### src/rtl/instr_fetch_unit.sv
// Fetch stage of the RV32 core: program counter, instruction memory address,
// and the IF/ID register (instruction, PC, PC+4, valid).
// Optional feature macro: FETCH_MISALIGN_TRAP_EN adds misalign_o and an ERROR
// state that traps redirects to targets that are not word aligned. Without it,
// redirect target bits [1:0] are forced to zero.
//
// Handshake: there is no backpressure handshake on IF/ID. valid_o marks a real
// instruction, stall_i holds PC and IF/ID for the cycle it is high, and
// redirect_i (which outranks stall_i) flushes IF/ID and loads the new PC.
module instr_fetch_unit #(
  parameter logic [31:0] RESET_PC     = 32'h0000_0000,
  parameter logic [31:0] NOP_WORD     = 32'h0000_0013,
  parameter bit          HALT_ON_ZERO = 1'b1
) (
  input  logic        clk,
  input  logic        rst_n,
  input  logic        stall_i,
  input  logic        redirect_i,
  input  logic [31:0] redirect_pc_i,
  output logic [31:0] imem_addr_o,
  input  logic [31:0] imem_rdata_i,
  output logic [31:0] instr_o,
  output logic [31:0] pc_o,
  output logic [31:0] pc_plus4_o,
  output logic        valid_o,
  output logic        halted_o,
  output logic [1:0]  fsm_state
`ifdef FETCH_MISALIGN_TRAP_EN
  ,
  output logic        misalign_o
`endif
);

`ifdef FETCH_MISALIGN_TRAP_EN
  typedef enum logic [1:0] {BOOT = 2'd0, RUN = 2'd1, HALT = 2'd2, ERROR = 2'd3} state_t;
`else
  typedef enum logic [1:0] {BOOT = 2'd0, RUN = 2'd1, HALT = 2'd2} state_t;
`endif

  state_t      state_q, state_d;
  logic [31:0] pc_q, pc_d;
  logic [31:0] instr_q, instr_d;
  logic [31:0] pc_id_q, pc_id_d;
  logic [31:0] pc4_q, pc4_d;
  logic        valid_q, valid_d;
  logic [31:0] target;
`ifdef FETCH_MISALIGN_TRAP_EN
  logic        misalign_q, misalign_d;
  logic        bad_target;
  assign bad_target = |redirect_pc_i[1:0];
`endif

  // Redirect targets are always word aligned when loaded into the PC.
  assign target = redirect_pc_i & 32'hFFFF_FFFC;

  // Next-state, next-PC and IF/ID update; everything holds unless changed.
  always_comb begin
    state_d = state_q;
    pc_d    = pc_q;
    instr_d = instr_q;
    pc_id_d = pc_id_q;
    pc4_d   = pc4_q;
    valid_d = valid_q;
`ifdef FETCH_MISALIGN_TRAP_EN
    misalign_d = misalign_q;
`endif
    case (state_q)
      BOOT: begin
        // Single bubble cycle; stall and redirect are ignored here.
        valid_d = 1'b0;
        state_d = RUN;
      end
      RUN: begin
        if (redirect_i) begin
          instr_d = NOP_WORD;
          valid_d = 1'b0;
`ifdef FETCH_MISALIGN_TRAP_EN
          if (bad_target) begin
            misalign_d = 1'b1;
            state_d    = ERROR;
          end else begin
            pc_d = target;
          end
`else
          pc_d = target;
`endif
        end else if (stall_i) begin
          // hold everything
        end else if (HALT_ON_ZERO && imem_rdata_i == 32'h0) begin
          // End-of-program marker: flush and park the PC on it.
          instr_d = NOP_WORD;
          valid_d = 1'b0;
          state_d = HALT;
        end else begin
          instr_d = imem_rdata_i;
          pc_id_d = pc_q;
          pc4_d   = pc_q + 32'd4;
          valid_d = 1'b1;
          pc_d    = pc_q + 32'd4;
        end
      end
      HALT: begin
        // Only a redirect (e.g. a jal already downstream) restarts fetch.
        valid_d = 1'b0;
        if (redirect_i) begin
          instr_d = NOP_WORD;
`ifdef FETCH_MISALIGN_TRAP_EN
          if (bad_target) begin
            misalign_d = 1'b1;
            state_d    = ERROR;
          end else begin
            pc_d    = target;
            state_d = RUN;
          end
`else
          pc_d    = target;
          state_d = RUN;
`endif
        end
      end
`ifdef FETCH_MISALIGN_TRAP_EN
      ERROR: begin
        // Sticky until reset.
        valid_d = 1'b0;
      end
`endif
      default: state_d = BOOT;
    endcase
  end

  // State, PC and IF/ID registers with synchronous active-low reset.
  always_ff @(posedge clk) begin
    if (!rst_n) begin
      state_q <= BOOT;
      pc_q    <= RESET_PC;
      instr_q <= NOP_WORD;
      pc_id_q <= 32'h0;
      pc4_q   <= 32'h0;
      valid_q <= 1'b0;
`ifdef FETCH_MISALIGN_TRAP_EN
      misalign_q <= 1'b0;
`endif
    end else begin
      state_q <= state_d;
      pc_q    <= pc_d;
      instr_q <= instr_d;
      pc_id_q <= pc_id_d;
      pc4_q   <= pc4_d;
      valid_q <= valid_d;
`ifdef FETCH_MISALIGN_TRAP_EN
      misalign_q <= misalign_d;
`endif
    end
  end

  assign imem_addr_o = pc_q;
  assign instr_o     = instr_q;
  assign pc_o        = pc_id_q;
  assign pc_plus4_o  = pc4_q;
  assign valid_o     = valid_q;
  assign fsm_state   = state_q;
`ifdef FETCH_MISALIGN_TRAP_EN
  assign misalign_o  = misalign_q;
  assign halted_o    = (state_q == HALT) || (state_q == ERROR);
`else
  assign halted_o    = (state_q == HALT);
`endif

endmodule

### config.mk
export PLATFORM = sky130hd
export DESIGN_NAME = instr_fetch_unit
export DESIGN_NICKNAME = d
export VERILOG_FILES = /design/src/rtl/instr_fetch_unit.sv
export SDC_FILE = /design/constraint.sdc
export NUM_CORES = 1
export LEC_CHECK = 0
export CELL_PAD_IN_SITES_DETAIL_PLACEMENT = 2
export CELL_PAD_IN_SITES_GLOBAL_PLACEMENT = 2
export CORE_MARGIN = 2
export CORE_UTILIZATION = 27
export CTS_CLUSTER_SIZE = 16
export DETAILED_ROUTE_END_ITERATION = 8
export GPL_TIMING_DRIVEN = 0
export PLACE_DENSITY = 0.95
export SYNTH_ARGS = -nofsm -noshare
export SYNTH_HDL_FRONTEND = slang
export SYNTH_SLANG_ARGS = --single-unit
### constraint.sdc
create_clock -name clk -period 4.3 [get_ports clk]
set_input_delay 0.645 -clock clk [delete_from_list [all_inputs] [get_ports clk]]
set_output_delay 0.645 -clock clk [all_outputs]
set_load 0.05 [all_outputs]
* Word level (Yosys, flattened, before mapping) *
Index checks and enable logic that the tools add are counted.

operators by class
  muxes and demuxes = 19
  eq/ne operators = 8
  add/sub/neg operators = 1
  reduce and logical (&&, ||, !) cells = 10
  bitwise logic cells = 3

operators with widths
  cell                                                             number
  32-bit 2-to-1 mux                                                8
  32-bit case mux with 2 select lines                              2
  32-bit by 3-bit adder with 32-bit output, second input constant  1
  32-bit logical NOT                                               1
  4-bit AND reduction                                              3
  2-bit 2-to-1 mux                                                 4
  2-bit != test, second input constant                             4
  3-bit != test, second input constant                             2
  2-bit case mux with 3 select lines                               1
  2-bit nonzero test                                               2
  1-bit 2-to-1 mux                                                 3
  1-bit inverter                                                   3
  3-bit AND reduction                                              1
  2-bit by 1-bit == test with 1-bit output, second input constant  1
  2-bit == test, second input constant                             1
  2-bit logical NOT                                                1
  1-bit case mux with 2 select lines                               1
  2-bit AND reduction                                              1
  2-bit OR reduction                                               1

storage, ports and cells
  register bits after elaboration = 131
  bits of input ports = 68
  output and inout bits = 132

* Logic depth before layout (Yosys ltp) *
  depth after elaboration = 5
  mapped depth = 9
  depth with buffers taken out = 7

* Worst setup path before layout *
No wires, ideal clock.

  path type = flip-flop to flip-flop
  start = reg state_q[1], in the netlist fsm_state[1]
  end = reg pc_q[13], in the netlist imem_addr_o[13]
  data arrival time = 2.661 ns
  stages on the path, launching flop included = 8
  path slack = 1.508 ns
  required time = 4.169 ns
  path through = dfxtp_1 -> nor2b_1 -> o21ai_0 -> and2_1 -> buf_4 -> buf_4 -> a21oi_1 -> o32ai_1

between the ends
  longest elaborated chain between the ends = 3

RTL lines
  what                                                                         line  RTL
  start: declaration                                                           40    state_t state_q, state_d;
  start signal: assignment                                                     144   state_q <= state_d;
  2-bit == test (*)                                                            -
  net halted_o                                                                 26    output logic halted_o,
  2-bit != test (no source line) / 2-bit nonzero test (equally long branches)  -
  4-bit AND reduction (no source line)                                         -
  end signal: assignment                                                       145   pc_q <= pc_d;
  end: declaration                                                             41    logic [31:0] pc_q, pc_d;

Mark *: on every way through the listed nets, which the timed path passes. The rest lies on a longest branch.
A chain may end at the register's enable or synchronous reset.

* Worst setup path in the final report *
  start = in imem_rdata_i[0]
  end = reg pc_q[24], in the netlist imem_addr_o[24]

between the ends
  longest elaborated chain between the ends = 3

RTL lines
  what                                  line  RTL
  start: declaration                    21    input logic [31:0] imem_rdata_i,
  32-bit logical NOT                    89    end else if (HALT_ON_ZERO && imem_rdata_i == 32'h0) begin
  3-bit != test (no source line)        -
  4-bit AND reduction (no source line)  -

Every way passes these cells.

==> qor.txt <==
Status -> finished, final reports clean
Peak VDD IR -> 0.264 mV
Hold crit path type -> reg -> reg
CTS tree -> yes
Cts hold-fix bufs -> 0
PortBufs -> 189
Clk sinks -> 125
Area leader, netlist -> dfxtp_1
Total power -> 3.27 mW
Arrival time at the worst endpoint -> 3.35 ns
Most frequent cells in the layout -> 189 x clkdlybuf4s50_1, 125 x dfxtp_1, 118 x nand2_1, 73 x nor2_1, 63 x a21oi_1
Inst Count DP -> 1,143
Vias per cell -> 5.20
Hold Violations, Final -> 0
Initial Util -> 27.4%
CP endpoint kind -> register
Tmin final -> 3.04 ns
GP Congestion -> 0.813
Post-Syn Instances -> 679
Logic pwr share -> 16.9%
Setup violations, final -> 0
Post-CTS sizing -> 0
Skew final -> 0.00986 ns
Switching power -> 0.964 mW
Sequential area share after synthesis -> 45.4%
Die Ht -> 147 um
Fraction of layout cells with a size suffix above 1 -> 8.40%
Worst slew pin tran -> 0.767 ns
Root Driver -> clkbuf_16
RSZ-0062 raised after global routing -> no
Clk slew on worst S/H paths -> 0.06 ns
TNS Setup -> 0 ns
Aggregate global-route resource usage -> 24.4%
Most common cell after layout, fill and taps aside -> clkdlybuf4s50_1
Clock latency on the worst-skew pair -> 0.43 ns
Rows -> 52
I/O pin total -> 200
Mapped Area -> 5510 um^2
PD cells -> 391 nW/um^2
Max-slew violations -> 0
Diode count -> 0
H-tree depth -> 4
Flop pwr share -> 38.1%
Design internal power -> 2.30 mW
Post-route ant nets -> 0
Post-Layout Cell Count -> 1,175
Chip width -> 147 um
Mean Syn Cell Area -> 8.12 um^2
Core ar. -> 20,100 um^2
Global route overflow -> 0
Clock buffer count from CTS -> 17
Die area -> 21,600 um^2
Switching Share -> 29.5%
DP Wirelength -> 19,300 um
Fraction of power consumed by the clock network -> 44.9%
Total iterations of the first detailed-routing run -> 4
P&R area growth vs syn -> 51.6%
Wirelength per Cell -> 22.3 um
YS warnings -> 0
Yosys reg bits -> 125
Pleak -> 2.91 nW
Share of the synthesized area in the top cell type -> 45.4%
CP max FO -> 10
Worst EP required -> 4.61 ns
Drt drc -> 0
Via count -> 6,113
Largest net degree at the start of global routing -> 17
CP Launch Type -> input pin
Slew headroom -> 48.8%
Crit share post-route -> 70.8%
First-pass GRT wire length -> 40,100 um
Fmax -> 329 MHz
Max-cap viol count -> 0
WS Path Type -> in -> reg
Vias in the first global route -> 6,695
Synth unique cells -> 50
Leading post-synthesis cells by cell area -> dfxtp_1 45%, nand2_1 8.0%, a21oi_1 5.7%, nor2_1 5.0%, a22oi_1 4.4%
Routed WL -> 26,200 um
Total Nets Final -> 961
Clock Path Buffers -> 2
Post CTS Setup Buffer Count -> 0
Flop-to-flop setup slack -> 1.55 ns
Drt initial violations -> 295
Antenna violations before repair -> 0
state kept, by name (all words and copies together) (netlist names):
register and cells:
pc_o 30, fsm_state 2, valid_o 1, imem_addr_o 30, instr_o 32, pc_plus4_o 30
per-stage QoR:
stage               hold WS [ns]  cell area (um^2)  util [%]  setup WS [ns]
floorplan                  0.675              5530         -           1.51
global placement           0.442              7760      38.6          0.911
detailed placement         0.449              7760      38.6          0.813
CTS                        0.457              8360      41.6           1.24
global route               0.490              8360      41.6           1.09
finish                     0.457              8360      41.6           1.26
final timing paths:
check,cells after the start,end,start
setup / recovery,8,imem_addr_o[24],imem_rdata_i[0]
hold / removal,2,pc_o[5],pc_o[5]
hold reg to reg,2,pc_o[5],pc_o[5]
setup reg to reg,6,imem_addr_o[9],fsm_state[1]
cells in the mapped netlist (all sizes together):
cell	n
nor4	9
a21o	1
or2	1
o31ai	13
a31o	3
ha	1
and3	7
nor2	74
a211oi	26
xor2	16
xnor2	12
o41ai	1
and4	5
o22ai	4
nand2	118
a22oi	32
dfxtp	125
nor3	7
a31oi	6
a211o	4
o211ai	3
o21ai	23
a21oi	64
nand4	10
and2	5
nor2b	2
o32ai	4
conb	1
and2b	1
inv	4
buf	32
a22o	1
nand3	25
nand3b	1
o21a	2
clkbuf	34
a311oi	1
a41oi	1
final cells by class:
type                    count  area, um^2
plain buffers              66         314
clock buffers              22         484
clock inverters            10         113
fillers                  2229       11700
inverters                   4        15.0
multi-input cells         489        2700
flip-flops and latches    125        2500
well taps                 270         338
repair buffers            189        1890
power by group through the flow:
stage               sequential, mW  clock (mW)  combinational, mW
finish                        1.25        1.47              0.554
global route                  1.25        1.55              0.583
CTS                           1.25        1.49              0.555
detailed placement            1.27           0              0.548
global placement              1.27           0              0.533
floorplan                     1.40           0              0.173
logic make-up (layout without fill, tap and decap cells):
logic type / Yosys count / in the layout / synth area share (%)
AO/OA/AOI/OAI: 189 / 189 / 22.2
flip-flops: 125 / 125 / 45.4
other: 1 / 6 / 0.0680
adder cells (fa/ha/maj): 1 / 1 / 0.227
AND/OR/NAND/NOR: 265 / 265 / 21.7
buffers and inverters: 70 / 291 / 5.97
XOR/XNOR: 28 / 28 / 4.45
worst max-delay path, stage by stage:
cell             delay (ns)
clkdlybuf4s50_1        0.44
nor4_1                 0.36
nand4_1                0.30
o21ai_2                0.41
nand2_1                0.41
clkbuf_1               0.45
nand3_1                0.23
o21ai_0                0.09
layer usage:
layer	share of wire (%)	wire length, um	track usage, %	vias up
li1	-	-	-	2804
met1	39	10300	27.6	3048
met2	51	13300	43.6	225
met3	8.1	2120	8.54	36
met4	1.8	468	7.02	0
met5	0	0	0	-
(Power assumes the default switching activity.)
